$ cat src/rtl/mem_arbiter.sv
// Two-port (core/debug) round-robin arbiter in front of a single-cycle memory.
// Each access runs IDLE/RESP -> ACCESS -> RESP; fsm_state exposes the FSM for debug.
module mem_arbiter #(
  parameter int          WIDTH   = 32,
  parameter logic [31:0] MEM_TOP = 32'h1FFFF
) (
  input  logic             clk,
  input  logic             rst_n,
  input  logic             c_req,
  input  logic             c_we,
  input  logic             c_byte,
  input  logic [WIDTH-1:0] c_addr,
  input  logic [WIDTH-1:0] c_wdata,
  output logic             c_gnt,
  output logic             c_rvalid,
  output logic             c_err,
  output logic [WIDTH-1:0] c_rdata,
  input  logic             d_req,
  input  logic             d_we,
  input  logic             d_byte,
  input  logic [WIDTH-1:0] d_addr,
  input  logic [WIDTH-1:0] d_wdata,
  output logic             d_gnt,
  output logic             d_rvalid,
  output logic             d_err,
  output logic [WIDTH-1:0] d_rdata,
  output logic             mem_we,
  output logic             mem_type,
  output logic [WIDTH-1:0] mem_a,
  output logic [WIDTH-1:0] mem_wd,
  input  logic [WIDTH-1:0] mem_rd,
  output logic [1:0]       fsm_state
);

  // Handshake: a requester holds req and its command stable until it samples
  // gnt high; gnt is a one-cycle pulse and the command is captured in that cycle.
  // The response is rvalid for exactly one cycle, two cycles after gnt.

  typedef enum logic [1:0] {
    IDLE   = 2'd0,
    ACCESS = 2'd1,
    RESP   = 2'd2
  } state_t;

  localparam logic [WIDTH:0] TOP_X = (WIDTH+1)'(MEM_TOP);

  state_t           state, state_nxt;
  logic             last_dbg;
  logic             any_req, grant_ok, sel_dbg;
  logic             s_we, s_byte, s_err;
  logic [WIDTH-1:0] s_addr, s_wdata;
  logic [WIDTH:0]   addr_x;
  logic             lat_we, lat_byte, lat_err, lat_dbg;
  logic [WIDTH-1:0] lat_addr, lat_wdata;
  logic [WIDTH-1:0] resp_data;

  // Debug wins only if it is alone or core was served last.
  assign any_req  = c_req | d_req;
  assign grant_ok = rst_n & any_req & ((state == IDLE) | (state == RESP));
  assign sel_dbg  = d_req & (~c_req | ~last_dbg);

  assign s_we    = sel_dbg ? d_we    : c_we;
  assign s_byte  = sel_dbg ? d_byte  : c_byte;
  assign s_addr  = sel_dbg ? d_addr  : c_addr;
  assign s_wdata = sel_dbg ? d_wdata : c_wdata;
  assign addr_x  = {1'b0, s_addr};

  // Extra top bit keeps addr+3 from wrapping near the end of the address space.
  always_comb begin
    s_err = 1'b0;
    if (s_byte)
      s_err = (addr_x > TOP_X);
    else
      s_err = (s_addr[1:0] != 2'b00) || ((addr_x + (WIDTH+1)'(3)) > TOP_X);
  end

  always_ff @(posedge clk or negedge rst_n) begin
    if (!rst_n) state <= IDLE;
    else        state <= state_nxt;
  end

  always_comb begin
    state_nxt = state;
    case (state)
      IDLE:    state_nxt = grant_ok ? ACCESS : IDLE;
      ACCESS:  state_nxt = RESP;
      RESP:    state_nxt = grant_ok ? ACCESS : IDLE;
      default: state_nxt = IDLE;
    endcase
  end

  always_ff @(posedge clk or negedge rst_n) begin
    if (!rst_n) begin
      last_dbg  <= 1'b1;
      lat_we    <= 1'b0;
      lat_byte  <= 1'b0;
      lat_err   <= 1'b0;
      lat_dbg   <= 1'b0;
      lat_addr  <= '0;
      lat_wdata <= '0;
    end else if (grant_ok) begin
      last_dbg  <= sel_dbg;
      lat_we    <= s_we;
      lat_byte  <= s_byte;
      lat_err   <= s_err;
      lat_dbg   <= sel_dbg;
      lat_addr  <= s_addr;
      lat_wdata <= s_wdata;
    end
  end

  assign resp_data = (lat_err | lat_we) ? '0 : mem_rd;

  always_ff @(posedge clk or negedge rst_n) begin
    if (!rst_n) begin
      c_rdata <= '0;
      c_err   <= 1'b0;
      d_rdata <= '0;
      d_err   <= 1'b0;
    end else if (state == ACCESS) begin
      if (lat_dbg) begin
        d_rdata <= resp_data;
        d_err   <= lat_err;
      end else begin
        c_rdata <= resp_data;
        c_err   <= lat_err;
      end
    end
  end

  always_comb begin
    c_gnt     = grant_ok & ~sel_dbg;
    d_gnt     = grant_ok & sel_dbg;
    c_rvalid  = (state == RESP) & ~lat_dbg;
    d_rvalid  = (state == RESP) & lat_dbg;
    mem_we    = (state == ACCESS) & lat_we & ~lat_err;
    mem_type  = lat_byte;
    mem_a     = lat_addr;
    mem_wd    = lat_wdata;
    fsm_state = state;
  end

endmodule

$ cat config.mk
export PLATFORM = sky130hd
export DESIGN_NAME = mem_arbiter
export DESIGN_NICKNAME = d
export VERILOG_FILES = /design/src/rtl/mem_arbiter.sv
export SDC_FILE = /design/constraint.sdc
export NUM_CORES = 1
export LEC_CHECK = 0
export BUFFER_PORTS_ARGS = -buffer_cell sky130_fd_sc_hd__buf_2
export CORE_ASPECT_RATIO = 0.75
export CORE_UTILIZATION = 25
export DETAILED_ROUTE_END_ITERATION = 10
export SETUP_SLACK_MARGIN = 0.05
export SYNTH_ARGS = -nofsm -noshare
export SYNTH_HDL_FRONTEND = slang
export SYNTH_SLANG_ARGS = --single-unit
$ cat constraint.sdc
create_clock -name clk -period 6.46 [get_ports clk]
set_input_delay 0.323 -clock clk [delete_from_list [all_inputs] [get_ports clk]]
set_output_delay 0.323 -clock clk [all_outputs]
set_load 0.02 [all_outputs]
Yosys cells after proc, flatten, opt, wreduce, memory -nomap -nowiden
Cells that the tools add are included.
{"block": "totals", "ff_bits": 137, "inputBits": 168, "output_inout_bits": 138, "wordCells": 49}
{"block": "op_classes", "add_sub_neg": 1, "n_lt_le_gt_ge": 2, "eq_ne": 2, "mux": 8, "bitwise": 18, "reduce_logical": 6}
{"operator": "$mux 32", "count": 3}
{"operator": "$add 32x2->33 const B", "count": 1}
{"operator": "$gt 33x17->1 const B", "count": 1}
{"operator": "$gt 32x17->1 const B", "count": 1}
{"operator": "$and 1x1->1", "count": 9}
{"operator": "$not 1->1", "count": 5}
{"operator": "$mux 1", "count": 4}
{"operator": "$or 1x1->1", "count": 4}
{"operator": "$pmux 2 s2", "count": 1}
{"operator": "$reduce_and 2->1", "count": 2}
{"operator": "$eq 2x1->1 const B", "count": 1}
{"operator": "$eq 2x2->1 const B", "count": 1}
{"operator": "$logic_not 2->1", "count": 1}
{"operator": "$reduce_bool 2->1", "count": 1}
{"operator": "$reduce_or 2->1", "count": 1}
{"operator": "$logic_or 1x1->1", "count": 1}

Depth between registers and ports, before layout
{"block": "depth", "ltp_word": 8, "depth_mapped": 9, "depth_no_buf": 7}

Worst setup path after synthesis
No wires, ideal clock.
{"block": "synth_timing", "path_type": "flip-flop to flip-flop", "from": "reg last_dbg", "to": "reg lat_err", "setup_ns": 0.134, "arrival_time_ns": 2.161, "required_time_ns": 6.326, "setup_slack_ns": 4.165, "stages_incl_launch_ff": 9, "n_path_buf": 1, "synth_period_minus_slack_ns": 2.295, "path_cell_list": "dfstp_2 -> a21bo_2 -> buf_6 -> mux2i_1 -> or4b_4 -> mux2i_1 -> nand2_1 -> a2111oi_2 -> a21oi_1"}
{"block": "synth_via", "elab_chain_len": 8, "elab_cells_between_ends": 11, "cone_classes": "add/sub: 1; order compare: 2; mux: 3; bitwise: 3; reduce/logical: 2"}
{"element": "start: declaration", "line_no": "48", "source": "logic last_dbg;"}
{"element": "start signal: assignment", "line_no": "102", "source": "last_dbg <= sel_dbg;"}
{"element": "$not 1->1 (*)", "line_no": "60", "source": "assign sel_dbg = d_req & (~c_req | ~last_dbg);"}
{"element": "$or 1x1->1 (*)", "line_no": "60"}
{"element": "$and 1x1->1 (*)", "line_no": "60"}
{"element": "$mux 32", "line_no": "64", "source": "assign s_addr = sel_dbg ? d_addr : c_addr;"}
{"element": "$add 32x2->33", "line_no": "74", "source": "s_err = (s_addr[1:0] != 2'b00) || ((addr_x + (WIDTH+1)'(3)) > TOP_X);"}
{"element": "$gt 33x17->1", "line_no": "74"}
{"element": "$logic_or 1x1->1", "line_no": "74"}
{"element": "$mux 1 (*)", "line_no": "71", "source": "if (s_byte)"}
{"element": "end signal: assignment", "line_no": "105", "source": "lat_err <= s_err;"}
{"element": "end: declaration", "line_no": "53", "source": "logic lat_we, lat_byte, lat_err, lat_dbg;"}
Mark *: on every way between the ends. The rest lies on a longest branch, timed or not.
A chain may end at the register's enable or synchronous reset.

Worst setup path after layout
{"block": "layout_timing", "from": "in rst_n", "to": "out c_gnt"}
{"block": "layout_via", "elab_chain_len": 3}
{"element": "start: declaration", "line_no": "8", "source": "input logic rst_n,"}
{"element": "$and 1x1->1 (2 in a row)", "line_no": "59", "source": "assign grant_ok = rst_n & any_req & ((state == IDLE) | (state == RESP));"}
{"element": "$and 1x1->1", "line_no": "132", "source": "c_gnt = grant_ok & ~sel_dbg;"}
{"element": "end: declaration", "line_no": "14", "source": "output logic c_gnt,"}
Every way passes these cells.

==> run summary <==
The tightest min-delay check is of the primary input to register type. After detailed routing, the number of remaining DRC violations is 0. The area growth from synthesis to layout was 39.2%. For the pin with the worst max-slew slack, the measured transition is 1.14 ns.

The average instance in the mapped netlist occupies 9.57 um2. The hold violation count in the final report was 0; the number of warnings issued by yosys was 0. Synthesis produced a netlist whose cell count is 651.

After detailed routing, the average wire length per cell comes to 15.6 um. Setup TNS: 0 ns. The die is 139 um tall. The final antenna-violating net count is 0, and the effective utilization at floorplan is 0.257. Clock-pin slew was measured on the worst setup and hold paths at 0.06 ns. After detailed routing, the total wire length is 20.0 mm. The switching power total was 1.08 mW.

The fraction of power consumed by combinational cells was 0.290. For this design the top-level I/O count stands at 306. The run gives 0.384 as the portion of total power attributed to sequential cells. The path depth of the worst reg2reg path was 8. TritonCTS built the clock tree. The max-slew headroom at the worst pin was 0.238. The final critical-path share of the clock period was 0.535. Derived from the worst setup path, the maximum achievable clock frequency is 289 MHz. CTS placed an instance of sky130_fd_sc_hd__clkbuf_16 at the clock tree root. Counting flops and latches in the post-synthesis netlist gives 137. The worst register-to-register path begins at last_dbg$_DFFE_PN1P_. The highest ir drop seen on vdd is 0.000172 V. Setup violations remaining at the end of the flow were counted as 0. The run gives 0.0107 ns as the setup skew after layout. For the number of global-route vias before repair, the log shows 5753. The launch point of the critical path is rst_n.

Yosys mapped the design onto 55 distinct sky130hd cell types. Across all layers, the routed design uses 5970 vias. The number of detailed-route iterations in the first pass is 6. In the synthesized netlist the dominant register cell turns out to be sky130_fd_sc_hd__dfrtp_1.

The region available for standard cell placement spans 24200 um2. In this run the deepest clock path goes through 2 buffers. The async set or reset register ratio after synthesis was 1.00. The detailed placement HPWL was 14.7 mm.

STA puts the critical path data required time at 6.14 ns. The width of the chip is 184 um. The critical path endpoint category was an output port. STA classifies the critical path startpoint as a primary input. The logs give 820 for the number of nets produced by synthesis and 25600 um2 for the total die area.

Clock tree synthesis inserted a total of 17 buffers. The multi-input combinational cells in the finished layout cover a total of 2510 um2. The total global routing track utilization was 0.159; the number of instances on the worst hold path was 3. The tools report the netlist area before placement as 6230 um2. Once the clock tree was built, the setup fixing pass inserted 0 buffers. The ratio of cells with drive above 1 in the final layout is 0.378. The sequential fraction of the synthesis area is 0.551. The first-pass GRT wire length is 31.5 mm, and the power density over the cells is 351 nW/um2. At the worst endpoint, the arrival time is 3.14 ns. Buffers placed on the I/O ports in this run total 305. The tools report the level count of the clock H-tree as 4. The tool flagged a number of max-cap violations equal to 0. Global routing finished with a remaining overflow of 0. Entering global routing, the biggest net connects 73 pins. For the static power due to leakage, the log shows 4.43 nW. The run finished with clean final reports. Row generation in the floorplan step produced 49 rows. The repair_antennas step left the layout with diodes totalling 0. The clock period could shrink to 3.46 ns. Clock group share of total power: 0.326.

In this run the worst path has a maximum fanout of 72. The number of synthesized flops with an enable pin is 0, and the count of routing violations after the opening detailed-route iteration is 324. For the max-slew violation count, the log shows 0.

The top cell types in the final layout, fill and taps aside, are sky130_fd_sc_hd__buf_2, sky130_fd_sc_hd__nand2_1, sky130_fd_sc_hd__dfrtp_1. The startpoint identified for the worst hold timing path is d_wdata[24]. The clock net sink count came out at 137. For the worst-skew pair, the clock arrives at the later sink with an insertion delay of 0.42 ns. Setup repair after global routing left no endpoint under its margin. The setup path with the least slack is of type primary input to output port.

Using the TritonRoute via totals, the vias-per-cell ratio works out to 4.65. Across the whole layout, storage elements account for 3430 um2. The congestion estimate from routability-driven global placement came to 0.836. The internal power of the cells totals 1.97 mW. The switching share of total power was 0.354. Total power for the finished layout comes to 3.04 mW.

The library cell used most frequently in the layout, excluding fill and tap cells, is sky130_fd_sc_hd__buf_2. The register-to-register setup slack is 3.38 ns, and the count of nets after finishing is 1108. The initial antenna violation count is 0, and the number of fill cells in the layout is 2495.
[state kept, by name, indices dropped and copies added (netlist names), 2 cells and up]
name	count
c_rdata	32
d_rdata	32
mem_a	32
mem_wd	32
fsm_state	2
[layout make-up]
type                       count  area share
timing repair buffer         311       0.182
clock buffer                  22      0.0559
tap                          331      0.0478
inverter                      36      0.0156
multi-input combinational    436       0.289
clock inverter                10      0.0133
sequential                   137       0.396
[cells in the mapped netlist, types with 2 or more instances]
| cell type | n | area share |
|---|---|---|
| sky130_fd_sc_hd__nand2_1 | 159 | 0.096 |
| sky130_fd_sc_hd__clkbuf_1 | 36 | 0.022 |
| sky130_fd_sc_hd__nor3b_1 | 2 | 0.0024 |
| sky130_fd_sc_hd__and4_1 | 2 | 0.0028 |
| sky130_fd_sc_hd__a311oi_1 | 2 | 0.0028 |
| sky130_fd_sc_hd__dfrtp_1 | 136 | 0.55 |
| sky130_fd_sc_hd__nor4_2 | 2 | 0.0040 |
| sky130_fd_sc_hd__nor2_1 | 30 | 0.018 |
| sky130_fd_sc_hd__buf_2 | 3 | 0.0024 |
| sky130_fd_sc_hd__nor4b_1 | 2 | 0.0028 |
| sky130_fd_sc_hd__inv_1 | 35 | 0.021 |
| sky130_fd_sc_hd__nand4_1 | 9 | 0.0090 |
| sky130_fd_sc_hd__mux2_2 | 3 | 0.0054 |
| sky130_fd_sc_hd__a21oi_1 | 4 | 0.0032 |
| sky130_fd_sc_hd__nand2b_1 | 3 | 0.0030 |
| sky130_fd_sc_hd__xnor2_1 | 4 | 0.0056 |
| sky130_fd_sc_hd__nor4_1 | 5 | 0.0050 |
| sky130_fd_sc_hd__nand3_1 | 10 | 0.0080 |
| sky130_fd_sc_hd__nor3_1 | 6 | 0.0048 |
| sky130_fd_sc_hd__a31oi_1 | 19 | 0.019 |
| sky130_fd_sc_hd__o21ai_0 | 88 | 0.071 |
| sky130_fd_sc_hd__and3b_1 | 2 | 0.0028 |
| sky130_fd_sc_hd__a222oi_1 | 33 | 0.053 |
| sky130_fd_sc_hd__a21o_1 | 2 | 0.0024 |
| sky130_fd_sc_hd__mux2i_1 | 24 | 0.039 |
[worst paths after layout]
kind,endpoint
max,c_gnt
min,mem_wd[24]$_DFFE_PN0P_
max reg2reg,lat_err$_DFFE_PN0P_
min reg2reg,d_rdata[12]$_DFFE_PN0P_
max in group asynchronous,mem_wd[8]$_DFFE_PN0P_
min in group asynchronous,d_rdata[26]$_DFFE_PN0P_
[layer usage]
metal	part of all wire	routed length (um)	track usage	vias up
li1	-	-	-	2876
met1	0.45	8980	0.206	2816
met2	0.45	9040	0.244	255
met3	0.088	1770	0.0607	23
met4	0.011	218	0.0465	0
met5	0	0	0	-
[per-stage QoR]
| stage | instance area (um2) | util | std cells | setup WS, ns | hold slack (ns) |
|---|---|---|---|---|---|
| 2_1_floorplan | 6230 | - | 651 | 4.16 | 0.0274 |
| 3_3_place_gp | 8060 | 0.333 | 1250 | 3.32 | 0.383 |
| 3_5_place_dp | 8060 | 0.333 | 1250 | 3.25 | 0.379 |
| 4_1_cts | 8670 | 0.358 | 1283 | 2.95 | 0.0786 |
| 5_1_grt | 8670 | 0.358 | 1283 | 2.73 | 0.0804 |
| 6_report | 8670 | 0.358 | 1283 | 3.00 | 0.108 |
[power groups by stage]
| stage | clock network (mW) | logic, mW | registers [mW] |
|---|---|---|---|
| detailed placement | 0 | 0.894 | 1.18 |
| CTS | 1.02 | 0.895 | 1.17 |
| global placement | 0 | 0.885 | 1.18 |
| floorplan | 0 | 0.271 | 1.42 |
| global route | 1.06 | 0.968 | 1.20 |
| finish | 0.992 | 0.883 | 1.17 |
[repair_timing]
action                                 4_1_cts  5_1_grt
hold buffers                                 1        0
resized for setup                            0        0
setup endpoints to repair                    0        0
endpoints found under the hold margin       70        0
[kinds of logic (layout without fill, tap and decap cells)]
logic type | Yosys count | count (layout) | synth area share
simple gates | 242 | 242 | 0.174
compound gates | 160 | 160 | 0.171
flops | 137 | 137 | 0.551
buf+inv | 78 | 379 | 0.0494
mux | 28 | 28 | 0.0462
xor+xnor | 5 | 5 | 0.00703
fa+ha+maj | 1 | 1 | 0.00201
[worst max-delay path: stages]
cell and delay [ns]:
sky130_fd_sc_hd__dlygate4sd3_1 0.54, sky130_fd_sc_hd__buf_6 0.51, sky130_fd_sc_hd__nand2b_1 0.22, sky130_fd_sc_hd__or2_2 0.38
sky130_fd_sc_hd__buf_4 0.32, sky130_fd_sc_hd__nor2_2 0.14, sky130_fd_sc_hd__buf_4 0.36, sky130_fd_sc_hd__buf_2 0.24
No activity file was read; power rests on OpenSTA's default activity.
